==> src/rtl/updown_counter_param_if.sv <==
// -----------------------------------------------------------------------------
// updown_counter_param_if
// Bundles the control, configuration and status signals of the parameterised
// up/down counter. clk and rst are not part of the bundle. They stay plain
// module ports.
//   master : drives controls and limits, observes status (testbench/host side)
//   slave  : the counter itself
// Signals:
//   enable, direction, step, load, load_val, limit_lo, limit_hi, mode, clr_ovf
//       controls and configuration (master -> slave)
//   counter_out, tc, ovf_sticky, cfg_err
//       status (slave -> master)
// -----------------------------------------------------------------------------
interface updown_counter_param_if #(
    parameter int WIDTH = 8
);
    logic             enable;
    logic             direction;
    logic [WIDTH-1:0] step;
    logic             load;
    logic [WIDTH-1:0] load_val;
    logic [WIDTH-1:0] limit_lo;
    logic [WIDTH-1:0] limit_hi;
    logic             mode;
    logic             clr_ovf;
    logic [WIDTH-1:0] counter_out;
    logic             tc;
    logic             ovf_sticky;
    logic             cfg_err;

    modport master (
        output enable, direction, step, load, load_val,
               limit_lo, limit_hi, mode, clr_ovf,
        input  counter_out, tc, ovf_sticky, cfg_err
    );

    modport slave (
        input  enable, direction, step, load, load_val,
               limit_lo, limit_hi, mode, clr_ovf,
        output counter_out, tc, ovf_sticky, cfg_err
    );
endinterface

==> src/rtl/updown_counter_param.sv <==
// -----------------------------------------------------------------------------
// updown_counter_param
// Up/down counter with a configurable width and a step size set at run time.
// It has programmable lower and upper limits, a wrap or saturate mode, a
// parallel load that is clamped to the limits, a registered terminal-count
// pulse and a sticky overflow flag.
// Ports:
//   clk  : rising-edge clock
//   rst  : asynchronous active-high reset
//   bus  : updown_counter_param_if.slave
//          inputs  enable, direction, step, load, load_val, limit_lo,
//                  limit_hi, mode, clr_ovf
//          outputs counter_out (registered), tc (registered one-cycle pulse),
//                  ovf_sticky (registered), cfg_err (combinational lo > hi)
// Parameters:
//   WIDTH     : counter and limit width, 2..32
//   RESET_VAL : counter_out after reset. It must fit in WIDTH bits.
// -----------------------------------------------------------------------------
module updown_counter_param #(
    parameter int          WIDTH     = 8,
    parameter int unsigned RESET_VAL = 32'd0
) (
    input  logic                        clk,
    input  logic                        rst,
    updown_counter_param_if.slave       bus
);

    logic [WIDTH-1:0] cnt_r;
    logic             tc_r;
    logic             ovf_r;

    logic             cfg_err_s;
    logic [WIDTH:0]   sum_s;
    logic [WIDTH:0]   diff_s;
    logic [WIDTH-1:0] cnt_nxt_s;
    logic             event_s;
    logic             ovf_nxt_s;

    // Clamp a value into the inclusive range [lo, hi].
    function automatic logic [WIDTH-1:0] clamp_f(
        input logic [WIDTH-1:0] val,
        input logic [WIDTH-1:0] lo,
        input logic [WIDTH-1:0] hi
    );
        logic [WIDTH-1:0] res;
        if (val < lo) begin
            res = lo;
        end else if (val > hi) begin
            res = hi;
        end else begin
            res = val;
        end
        return res;
    endfunction

    // Next-state logic: priority is config error, then load, then count, then hold.
    always_comb begin
        cfg_err_s = (bus.limit_lo > bus.limit_hi);
        // One extra bit keeps the carry out (up) and the borrow sign (down).
        // A 16-bit wrap past 0xFFFF therefore never looks like an in-range result.
        sum_s     = {1'b0, cnt_r} + {1'b0, bus.step};
        diff_s    = {1'b0, cnt_r} - {1'b0, bus.step};
        cnt_nxt_s = cnt_r;
        event_s   = 1'b0;

        if (cfg_err_s) begin
            cnt_nxt_s = cnt_r;
        end else if (bus.load) begin
            cnt_nxt_s = clamp_f(bus.load_val, bus.limit_lo, bus.limit_hi);
        end else if (bus.enable) begin
            if (bus.step == {WIDTH{1'b0}}) begin
                // A zero step never moves the counter, even when it is out of range.
                cnt_nxt_s = cnt_r;
            end else if (bus.direction) begin
                if (sum_s <= {1'b0, bus.limit_hi}) begin
                    cnt_nxt_s = sum_s[WIDTH-1:0];
                end else begin
                    event_s   = 1'b1;
                    cnt_nxt_s = bus.mode ? bus.limit_hi : bus.limit_lo;
                end
            end else begin
                if ($signed(diff_s) >= $signed({1'b0, bus.limit_lo})) begin
                    cnt_nxt_s = diff_s[WIDTH-1:0];
                end else begin
                    event_s   = 1'b1;
                    cnt_nxt_s = bus.mode ? bus.limit_lo : bus.limit_hi;
                end
            end
        end else begin
            cnt_nxt_s = cnt_r;
        end

        // A boundary event on the same edge wins over clr_ovf.
        if (event_s) begin
            ovf_nxt_s = 1'b1;
        end else if (bus.clr_ovf) begin
            ovf_nxt_s = 1'b0;
        end else begin
            ovf_nxt_s = ovf_r;
        end
    end

    // State registers: counter, terminal-count pulse and sticky overflow.
    always_ff @(posedge clk or posedge rst) begin
        if (rst) begin
            cnt_r <= RESET_VAL[WIDTH-1:0];
            tc_r  <= 1'b0;
            ovf_r <= 1'b0;
        end else begin
            cnt_r <= cnt_nxt_s;
            tc_r  <= event_s;
            ovf_r <= ovf_nxt_s;
        end
    end

    assign bus.counter_out = cnt_r;
    assign bus.tc          = tc_r;
    assign bus.ovf_sticky  = ovf_r;
    assign bus.cfg_err     = cfg_err_s;

endmodule

==> src/flat_wrapper.sv <==
// flat-port wrapper written by rule: the top's interface ports become plain ports
module updown_counter_param_flat 
#(
    parameter int          WIDTH     = 8,
    parameter int unsigned RESET_VAL = 32'd0
)
  (clk, rst, bus_enable, bus_direction, bus_step, bus_load, bus_load_val, bus_limit_lo, bus_limit_hi, bus_mode, bus_clr_ovf, bus_counter_out, bus_tc, bus_ovf_sticky, bus_cfg_err);
  updown_counter_param_if #(.WIDTH(WIDTH)) bus_i ();
  input  logic clk;
  input  logic rst;
  input wire logic [$bits(bus_i.enable)-1:0] bus_enable;
  input wire logic [$bits(bus_i.direction)-1:0] bus_direction;
  input wire logic [$bits(bus_i.step)-1:0] bus_step;
  input wire logic [$bits(bus_i.load)-1:0] bus_load;
  input wire logic [$bits(bus_i.load_val)-1:0] bus_load_val;
  input wire logic [$bits(bus_i.limit_lo)-1:0] bus_limit_lo;
  input wire logic [$bits(bus_i.limit_hi)-1:0] bus_limit_hi;
  input wire logic [$bits(bus_i.mode)-1:0] bus_mode;
  input wire logic [$bits(bus_i.clr_ovf)-1:0] bus_clr_ovf;
  output wire logic [$bits(bus_i.counter_out)-1:0] bus_counter_out;
  output wire logic [$bits(bus_i.tc)-1:0] bus_tc;
  output wire logic [$bits(bus_i.ovf_sticky)-1:0] bus_ovf_sticky;
  output wire logic [$bits(bus_i.cfg_err)-1:0] bus_cfg_err;
  assign bus_i.enable = bus_enable;
  assign bus_i.direction = bus_direction;
  assign bus_i.step = bus_step;
  assign bus_i.load = bus_load;
  assign bus_i.load_val = bus_load_val;
  assign bus_i.limit_lo = bus_limit_lo;
  assign bus_i.limit_hi = bus_limit_hi;
  assign bus_i.mode = bus_mode;
  assign bus_i.clr_ovf = bus_clr_ovf;
  assign bus_counter_out = bus_i.counter_out;
  assign bus_tc = bus_i.tc;
  assign bus_ovf_sticky = bus_i.ovf_sticky;
  assign bus_cfg_err = bus_i.cfg_err;
  updown_counter_param #(.WIDTH(WIDTH), .RESET_VAL(RESET_VAL)) u_core (.clk(clk), .rst(rst), .bus(bus_i));
endmodule
==> config.mk <==
export PLATFORM = sky130hd
export DESIGN_NAME = updown_counter_param_flat
export DESIGN_NICKNAME = d
export VERILOG_FILES = /design/src/rtl/updown_counter_param_if.sv /design/src/rtl/updown_counter_param.sv /design/src/flat_wrapper.sv
export SDC_FILE = /design/constraint.sdc
export NUM_CORES = 1
export LEC_CHECK = 0
export BUFFER_PORTS_ARGS = -buffer_cell sky130_fd_sc_hd__buf_2
export CAP_MARGIN = 25
export CORE_UTILIZATION = 42
export CTS_CLUSTER_DIAMETER = 40
export DETAILED_ROUTE_END_ITERATION = 16
export GPL_ROUTABILITY_DRIVEN = 0
export PLACE_DENSITY_LB_ADDON = 0.25
export SYNTH_ARGS = -nofsm -noshare
export SYNTH_HDL_FRONTEND = slang
export SYNTH_SLANG_ARGS = --single-unit
==> constraint.sdc <==
create_clock -name clk -period 7.55 [get_ports clk]
set_input_delay 1.1325 -clock clk [delete_from_list [all_inputs] [get_ports clk]]
set_output_delay 1.1325 -clock clk [all_outputs]
set_load 0.01 [all_outputs]
==> flow_summary.toml, run 1 <==
[setup_path]
path_class = "in -> reg"
r2r_slack_ns = 3.43
cp-start-kind = "input port"
endpoint_kind = "flop"
cpMaxStageDelayCell = "o21a_1"
max_stage_delay_ns = 0.48
cpMostUsedCell = "ha_1"
path_max_fanout = 10
crit_family = "compound AO/OA/AOI/OAI gates"
cp.required_ns = 7.73
worstPathCellList = "buf_2 -> ha_1 -> inv_1 -> fa_1 -> o21bai_1 -> a21oi_1 -> o31ai_1 -> nor2_1 -> or2_2 -> ha_1 -> and3_2 -> a41oi_1 -> nor3_1 -> o21a_1 -> a211oi_2 -> a2111oi_2 -> a311o_1"
critPathLaunch = "bus_step[0]"
worstPathArrival_ns = 4.87
rr_startpoint = "u_core.bus.counter_out[0]"
critPathBufInv = 2

[timing]
setup_viol = 0
setup_tns_ns = 0
skew_ns = 0.00205
tightest_slew_ns = 0.731
post-route-min-period_ns = 4.69
layout_setup_ws_ns = 2.86
rsz0062_at_grt = "no"
maxSlewViolCount = 0
slew_headroom = 0.508
max_clock_freq_ghz = 0.213
final_hold_viol_count = 0
period_share = 0.621

[yosys]
synth_top_cell_area_share = 0.249
synth_cell_types = 61
synth_area_leader_cell = "ha_1"
avgSynthCellArea_um2 = 7.76
ys_seq_area_frac = 0.0906
synth-edff-count = 0
synthTopCellsByArea = "ha_1, dfrtp_1, mux2i_1"
synth_async_sr_flop_share = 1.00
yosysWarnings = 0
synth_seq_cells = 10
syn_area_mm2 = 0.00276
syn-num-nets = 452
synth_ff_type = "dfrtp_1"
synth_cells = 356

[run_status]
status = "finished clean"

[clock_tree]
htreeDepth = 1
path_clk_slew_ns = 0.05
ctsResizeCount = 0
cts_max_path_buffers = 2
cts_tree = "done"
clock-sinks = 10
insertion_delay_ns = 0.24
cts_hold_buf = 0
cts_root_buf = "clkbuf_8"
cts_made_buffers = 3
post_cts_buffers = 0

[hold_path]
timing.hold.worst.start = "u_core.bus.ovf_sticky"
holdCritPathClass = "reg -> reg"

[drt]
via_per_inst = 5.86
dr.pass1.iters = 4
vias = 2761
postRouteWirelength_um = 7700
routedWlPerCell_um = 16.3
drc = 0
drt_iter0_drc = 135
drtAntennaViolNets = 0

[global_route]
grt_start_max_net_pins = 30
antenna_found_initial = 0
groute.usage.overall = 0.231
grt-ovfl-total = 0
grt_pass1_wl_um = 13100
grt_pass1_vias = 2686

[flow_run]
drv_cap = 0

[finish]
area_growth_pct = 11.6
drive_gt1_frac = 0.178
num_antenna_cells = 0
nNetsFinal = 491
utilization = 0.486
final_common_cell = "ha_1"
final_cell_mix = "ha_1, buf_2, inv_1"
fillers = 638

[power_and_ir_drop]
p_leak_nw = 1.52
swShare = 0.516
powerDensity_mw_per_mm2 = 338
irDropWorstVdd_mv = 0.163
p_switching_mw = 0.537
intPower_mw = 0.504
pwr-share-comb = 0.826
clkPwrFrac = 0.068
pwr-share-seq = 0.107

[placed_design]
hpwlAfterDp_um = 6510
place_ws_ns = 2.68
port_buffers = 49

[floorplan]
ioPinCount = 50
die_y_um = 83.1
coreArea_mm2 = 0.00635
die_x_um = 83.1
std_cell_rows = 29
die_area_mm2 = 0.00691
start_util = 0.435
power by group through the flow:
| stage | sequential (mW) | combinational (mW) | clock, mW |
|---|---|---|---|
| CTS | 0.112 | 0.851 | 0.0697 |
| global placement | 0.112 | 0.836 | 0 |
| floorplan | 0.114 | 0.666 | 0 |
| detailed placement | 0.112 | 0.842 | 0 |
| finish | 0.111 | 0.860 | 0.0703 |
| global route | 0.115 | 0.959 | 0.0715 |
cell usage after synthesis, types with 3 or more instances:
cell	instances
o211ai_1	5
a211o_1	3
a21o_1	5
o22ai_1	3
mux2_2	4
nand2b_1	7
nor2b_1	6
nor4_1	3
a31oi_1	7
nor3_1	4
mux2i_1	16
o21ai_0	20
clkbuf_1	5
nand2_1	28
a21oi_1	19
o21bai_1	3
nor2_1	28
a211oi_1	4
xnor2_1	6
nand3_1	9
ha_1	55
inv_1	37
buf_2	8
o31a_1	3
o21a_1	7
dfrtp_1	10
kinds of logic (layout without fill, tap and decap cells):
| family | count (synthesis) | after routing | synth area share |
|---|---|---|---|
| AO/OA/AOI/OAI | 111 | 111 | 0.298 |
| XOR/XNOR | 8 | 8 | 0.0254 |
| adder cells (fa/ha/maj) | 57 | 57 | 0.264 |
| buffers and inverters | 53 | 91 | 0.0824 |
| flip-flops | 10 | 10 | 0.0906 |
| multiplexers | 20 | 20 | 0.0743 |
| AND/OR/NAND/NOR | 97 | 97 | 0.166 |
state kept, by name, summed over array words and instances (netlist names):
name,cells
u_core.bus.counter_out,8
u_core.bus.tc,1
u_core.bus.ovf_sticky,1
through the flow:
stage | total power, mW | hold WS, ns | std cells | area [um^2]
6_report | 1.04 | 0.546 | 471 | 3080
5_1_grt | 1.15 | 0.597 | 471 | 3080
4_1_cts | 1.03 | 0.540 | 471 | 3080
3_5_place_dp | 0.954 | 0.534 | 467 | 3030
3_3_place_gp | 0.948 | 0.524 | 467 | 3030
2_1_floorplan | 0.780 | 0.567 | 356 | 2760
cell type report:
type	instances	area, um^2	share of cell area
clock buffers	4	55.1	0.0179
inverters	37	139	0.0450
multi-input cells	293	2290	0.743
flip-flops and latches	10	250	0.0812
well taps	77	96.3	0.0312
repair buffers	50	253	0.0820
worst paths after layout:
check	to	cells past startpoint
max	u_core.bus.counter_out[0]	17
min	u_core.bus.ovf_sticky	2
max reg2reg	u_core.bus.counter_out[0]	16
min reg2reg	u_core.bus.ovf_sticky	2
max in group asynchronous	u_core.bus.counter_out[6]	2
min in group asynchronous	u_core.bus.counter_out[1]	2
layer usage:
layer	vias to the layer above	GRT usage	part of all wire
li1	1393	-	-
met1	1265	0.321	0.47
met2	85	0.380	0.45
met3	18	0.0298	0.045
met4	0	0.0549	0.031
met5	-	0	0
worst register-to-register path, delay by kind of cell, from the launching register on:
family / cells / cell delay [ns]
AOI/OAI and AO/OA: 8 / 1.73
adders and majority gates: 3 / 0.95
buffers and inverters: 1 / 0.05
DFF: 1 / 0.41
and+or+nand+nor: 4 / 0.91
Power figures use the tool's default switching activity.
==> run 2, diff against run 1 <==
- clock period: 7.55 -> 3.9 ns (I/O delays scaled with it)
==> flow_summary.toml, run 2 (same netlist as run 1, synthesis figures left out) <==
[timing]
maxSlewViolCount = 0
tightest_slew_ns = 0.592
setup_viol = 0
rsz0062_at_grt = "no"
post-route-min-period_ns = 3.75
slew_headroom = 0.605
setup_tns_ns = 0
period_share = 0.962
skew_ns = 0.00329
final_hold_viol_count = 0
max_clock_freq_ghz = 0.266

[drt]
postRouteWirelength_um = 8730
dr.pass1.iters = 5
vias = 2930
drtAntennaViolNets = 0
routedWlPerCell_um = 17.1
drt_iter0_drc = 228
drc = 0
via_per_inst = 5.76

[setup_path]
worstPathArrival_ns = 3.88
endpoint_kind = "flop"
cp.required_ns = 4.03
path_max_fanout = 3
cp-start-kind = "flop"
path_class = "reg -> reg"

[power_and_ir_drop]
intPower_mw = 1.27
pwr-share-comb = 0.859
p_switching_mw = 1.19
powerDensity_mw_per_mm2 = 719
swShare = 0.485
p_leak_nw = 1.71
pwr-share-seq = 0.084
irDropWorstVdd_mv = 0.346
clkPwrFrac = 0.057

[floorplan]
die_area_mm2 = 0.00691
ioPinCount = 50
die_y_um = 83.1
start_util = 0.435
coreArea_mm2 = 0.00635
std_cell_rows = 29
die_x_um = 83.1

[clock_tree]
cts_made_buffers = 3
path_clk_slew_ns = 0.06
cts_root_buf = "clkbuf_8"
insertion_delay_ns = 0.25
cts_hold_buf = 0
cts_tree = "done"
htreeDepth = 1
cts_max_path_buffers = 2
clock-sinks = 10

[finish]
utilization = 0.540
final_cell_mix = "ha_1, buf_2, buf_4"
final_common_cell = "ha_1"
drive_gt1_frac = 0.271
area_growth_pct = 24.0
nNetsFinal = 529
num_antenna_cells = 0
stdcell_area_mm2 = 0.00343
largest_reg_flops = 8

[run_status]
status = "finished clean"

[global_route]
grt_pass1_wl_um = 13900
grt_start_max_net_pins = 30
groute.usage.overall = 0.252
grt_pass1_vias = 2848
grt-ovfl-total = 0
antenna_found_initial = 0

[hold_path]
holdCritPathClass = "in -> async"

[placed_design]
hpwlAfterDp_um = 7250
place_area_mm2 = 0.00329
port_buffers = 49

[flow_run]
drv_cap = 0
-- run 2: power by group through the flow --
stage / logic (mW) / clock network [mW] / registers (mW)
global placement: 1.92 / 0 / 0.207
finish: 2.12 / 0.140 / 0.207
CTS: 1.98 / 0.138 / 0.208
detailed placement: 1.96 / 0 / 0.208
global route: 2.31 / 0.147 / 0.212
floorplan: 1.29 / 0 / 0.220
-- run 2: final timing paths --
kind	startpoint	end	slack, ns	cells after the start
worst min-delay path	rst	u_core.bus.tc	0.33	2
worst max register to register	u_core.bus.counter_out[0]	u_core.bus.counter_out[6]	0.15	16
min in group clk	bus_clr_ovf	u_core.bus.ovf_sticky	0.51	2
worst min register to register	u_core.bus.ovf_sticky	u_core.bus.ovf_sticky	0.55	2
max in group asynchronous	rst	u_core.bus.counter_out[0]	3.23	2
worst max-delay path	u_core.bus.counter_out[0]	u_core.bus.counter_out[6]	0.15	16
-- run 2: metrics by stage --
step	worst slack (ns)	instances	power, mW	hold WS, ns
floorplan	0.0655	356	1.51	0.425
finish	0.148	509	2.47	0.330
global route	0.00492	509	2.67	0.369
CTS	0.0342	506	2.33	0.355
detailed placement	-0.318	502	2.17	0.536
global placement	-0.132	502	2.13	0.524
-- run 2: critical path, cell delays in order, from the launching register on --
cell	delay (ns)
dfrtp_2	0.40
ha_1	0.19
inv_1	0.06
fa_1	0.38
o21bai_1	0.19
a21oi_2	0.09
o31ai_2	0.28
nor2_1	0.10
or2_4	0.25
ha_4	0.28
and3_2	0.20
nand2_1	0.07
o221a_4	0.28
or2_2	0.31
a22oi_1	0.17
a31oi_1	0.10
a311o_1	0.29
-- run 2: timing repair --
action | CTS | global route
pin swaps | 0 | 7
buffers inserted | 0 | 3
setup endpoints to repair | 6 | 8
resized for setup | 3 | 8
-- run 2: routing by layer --
| layer | wire (um) | track usage | share of wire |
|---|---|---|---|
| met1 | 4140 | 0.356 | 0.47 |
| met2 | 4070 | 0.414 | 0.47 |
| met3 | 320 | 0.0338 | 0.037 |
| met4 | 188 | 0.0376 | 0.022 |
| met5 | 0 | 0 | 0 |
-- run 2: layout make-up --
type / instances / area, um^2
inverter: 37 / 139
multi-input combinational: 293 / 2350
fill: 606 / 2920
clock buffer: 4 / 55.1
sequential: 10 / 251
tap: 77 / 96.3
timing repair buffer: 88 / 538
==> run 3, diff against run 2 <==
- CORE_UTILIZATION: 42 -> 34
- PLACE_DENSITY_LB_ADDON: 0.25 -> unset
==> flow_summary.toml, run 3 (same netlist as run 1, synthesis figures left out) <==
[finish]
largest_reg_flops = 8
num_antenna_cells = 0
final_common_cell = "ha_1"
area_growth_pct = 27.7
final_cell_mix = "ha_1, buf_2, buf_4"
fillers = 811
nNetsFinal = 532
drive_gt1_frac = 0.290

[timing]
tightest_slew_ns = 0.643
skew_ns = 0.00748
setup_tns_ns = 0
max_clock_freq_ghz = 0.266
setup_viol = 0
post-route-min-period_ns = 3.75
period_share = 0.962
slew_headroom = 0.568
maxSlewViolCount = 0
final_hold_viol_count = 0
fin_hold_ws_ns = 0.329

[setup_path]
critPathBufInv = 4
endpoint_kind = "flop"
cpMostUsedCell = "buf_4"
worstPathArrival_ns = 3.89
worstPathCellList = "buf_2 -> ha_2 -> inv_1 -> fa_2 -> o21bai_1 -> a21oi_2 -> o31ai_2 -> buf_4 -> and2_1 -> or2_4 -> ha_4 -> and3_2 -> a41oi_2 -> nor3_2 -> buf_4 -> o21a_4 -> a2111oi_4 -> a31oi_1 -> a211oi_1"
cp-start-kind = "input port"
crit_family = "compound AO/OA/AOI/OAI gates"
path_class = "in -> reg"
path_max_fanout = 8
cpMaxStageDelayCell = "fa_2"
max_stage_delay_ns = 0.33
cp.required_ns = 4.04

[power_and_ir_drop]
irDropWorstVdd_mv = 0.225
intPower_mw = 1.34
p_leak_nw = 1.73
pwr-share-comb = 0.867
clkPwrFrac = 0.054
powerDensity_mw_per_mm2 = 729
pwr-share-seq = 0.079
p_switching_mw = 1.23
swShare = 0.477

[clock_tree]
path_clk_slew_ns = 0.06
insertion_delay_ns = 0.25
cts_tree = "done"
cts_root_buf = "clkbuf_8"
htreeDepth = 1
clock-sinks = 10
cts_max_path_buffers = 2
cts_made_buffers = 3

[global_route]
grt_start_max_net_pins = 30
antenna_found_initial = 0
grt-ovfl-total = 0
grt_pass1_vias = 2795
grt_pass1_wl_um = 14200
groute.usage.overall = 0.213

[drt]
routedWlPerCell_um = 16.5
via_per_inst = 5.51
postRouteWirelength_um = 8860
drt_iter0_drc = 144
dr.pass1.iters = 5
vias = 2959
drc = 0
drtAntennaViolNets = 0

[placed_design]
hpwlAfterDp_um = 7510
port_buffers = 49

[floorplan]
std_cell_rows = 32
ioPinCount = 50
die_x_um = 92.1
die_y_um = 92.1
die_area_mm2 = 0.00849
coreArea_mm2 = 0.00781
start_util = 0.354

[hold_path]
holdCritPathClass = "in -> async"

[run_status]
status = "finished clean"

[flow_run]
drv_cap = 0
==> run 3: final cells by class <==
type                    instances  area, um^2  share of cell area
flip-flops and latches         10         250              0.0709
clock buffers                   4        55.1              0.0156
multi-input cells             293        2390               0.678
repair buffers                 91         564               0.160
well taps                     102         128              0.0362
inverters                      37         139              0.0394
==> run 3: routing by layer <==
metal / track usage / wire, um / up-vias
met4: 0.0599 / 254 / 0
met5: 0 / 0 / -
li1: - / - / 1476
met2: 0.354 / 4180 / 81
met1: 0.283 / 4040 / 1383
met3: 0.0332 / 392 / 19
==> run 3: final timing paths <==
check,from,to,slack [ns],cells past startpoint
worst max-delay path,bus_step[0],u_core.bus.counter_out[7],0.15,19
max in group asynchronous,rst,u_core.bus.counter_out[5],3.25,2
worst min-delay path,rst,u_core.bus.tc,0.33,2
worst min register to register,u_core.bus.ovf_sticky,u_core.bus.ovf_sticky,0.54,2
min in group clk,bus_clr_ovf,u_core.bus.ovf_sticky,0.51,2
worst max register to register,u_core.bus.counter_out[0],u_core.bus.counter_out[7],0.16,18
==> run 3: power by group through the flow <==
stage / Clock [mW] / Sequential [mW] / Combinational (mW)
after floorplan: 0 / 0.220 / 1.29
after global placement: 0 / 0.207 / 1.96
after detailed placement: 0 / 0.205 / 1.99
after CTS: 0.139 / 0.204 / 2.00
after global routing: 0.149 / 0.212 / 2.44
final: 0.139 / 0.204 / 2.23
==> run 3: through the flow <==
| step | power (mW) | cells | area (um^2) | utilization | worst slack [ns] |
|---|---|---|---|---|---|
| floorplan | 1.51 | 356 | 2760 | - | 0.0655 |
| global placement | 2.16 | 529 | 3340 | 0.427 | -0.136 |
| detailed placement | 2.20 | 529 | 3340 | 0.427 | -0.243 |
| CTS | 2.35 | 533 | 3390 | 0.434 | 0.00827 |
| global route | 2.80 | 537 | 3530 | 0.452 | -0.0142 |
| finish | 2.57 | 537 | 3530 | 0.452 | 0.148 |
==> run 3: what timing repair did <==
action,4_1_cts,5_1_grt
hold buffers,0,0
endpoints found under the setup margin,0,10
gates resized for setup,0,20
setup buffers,0,4
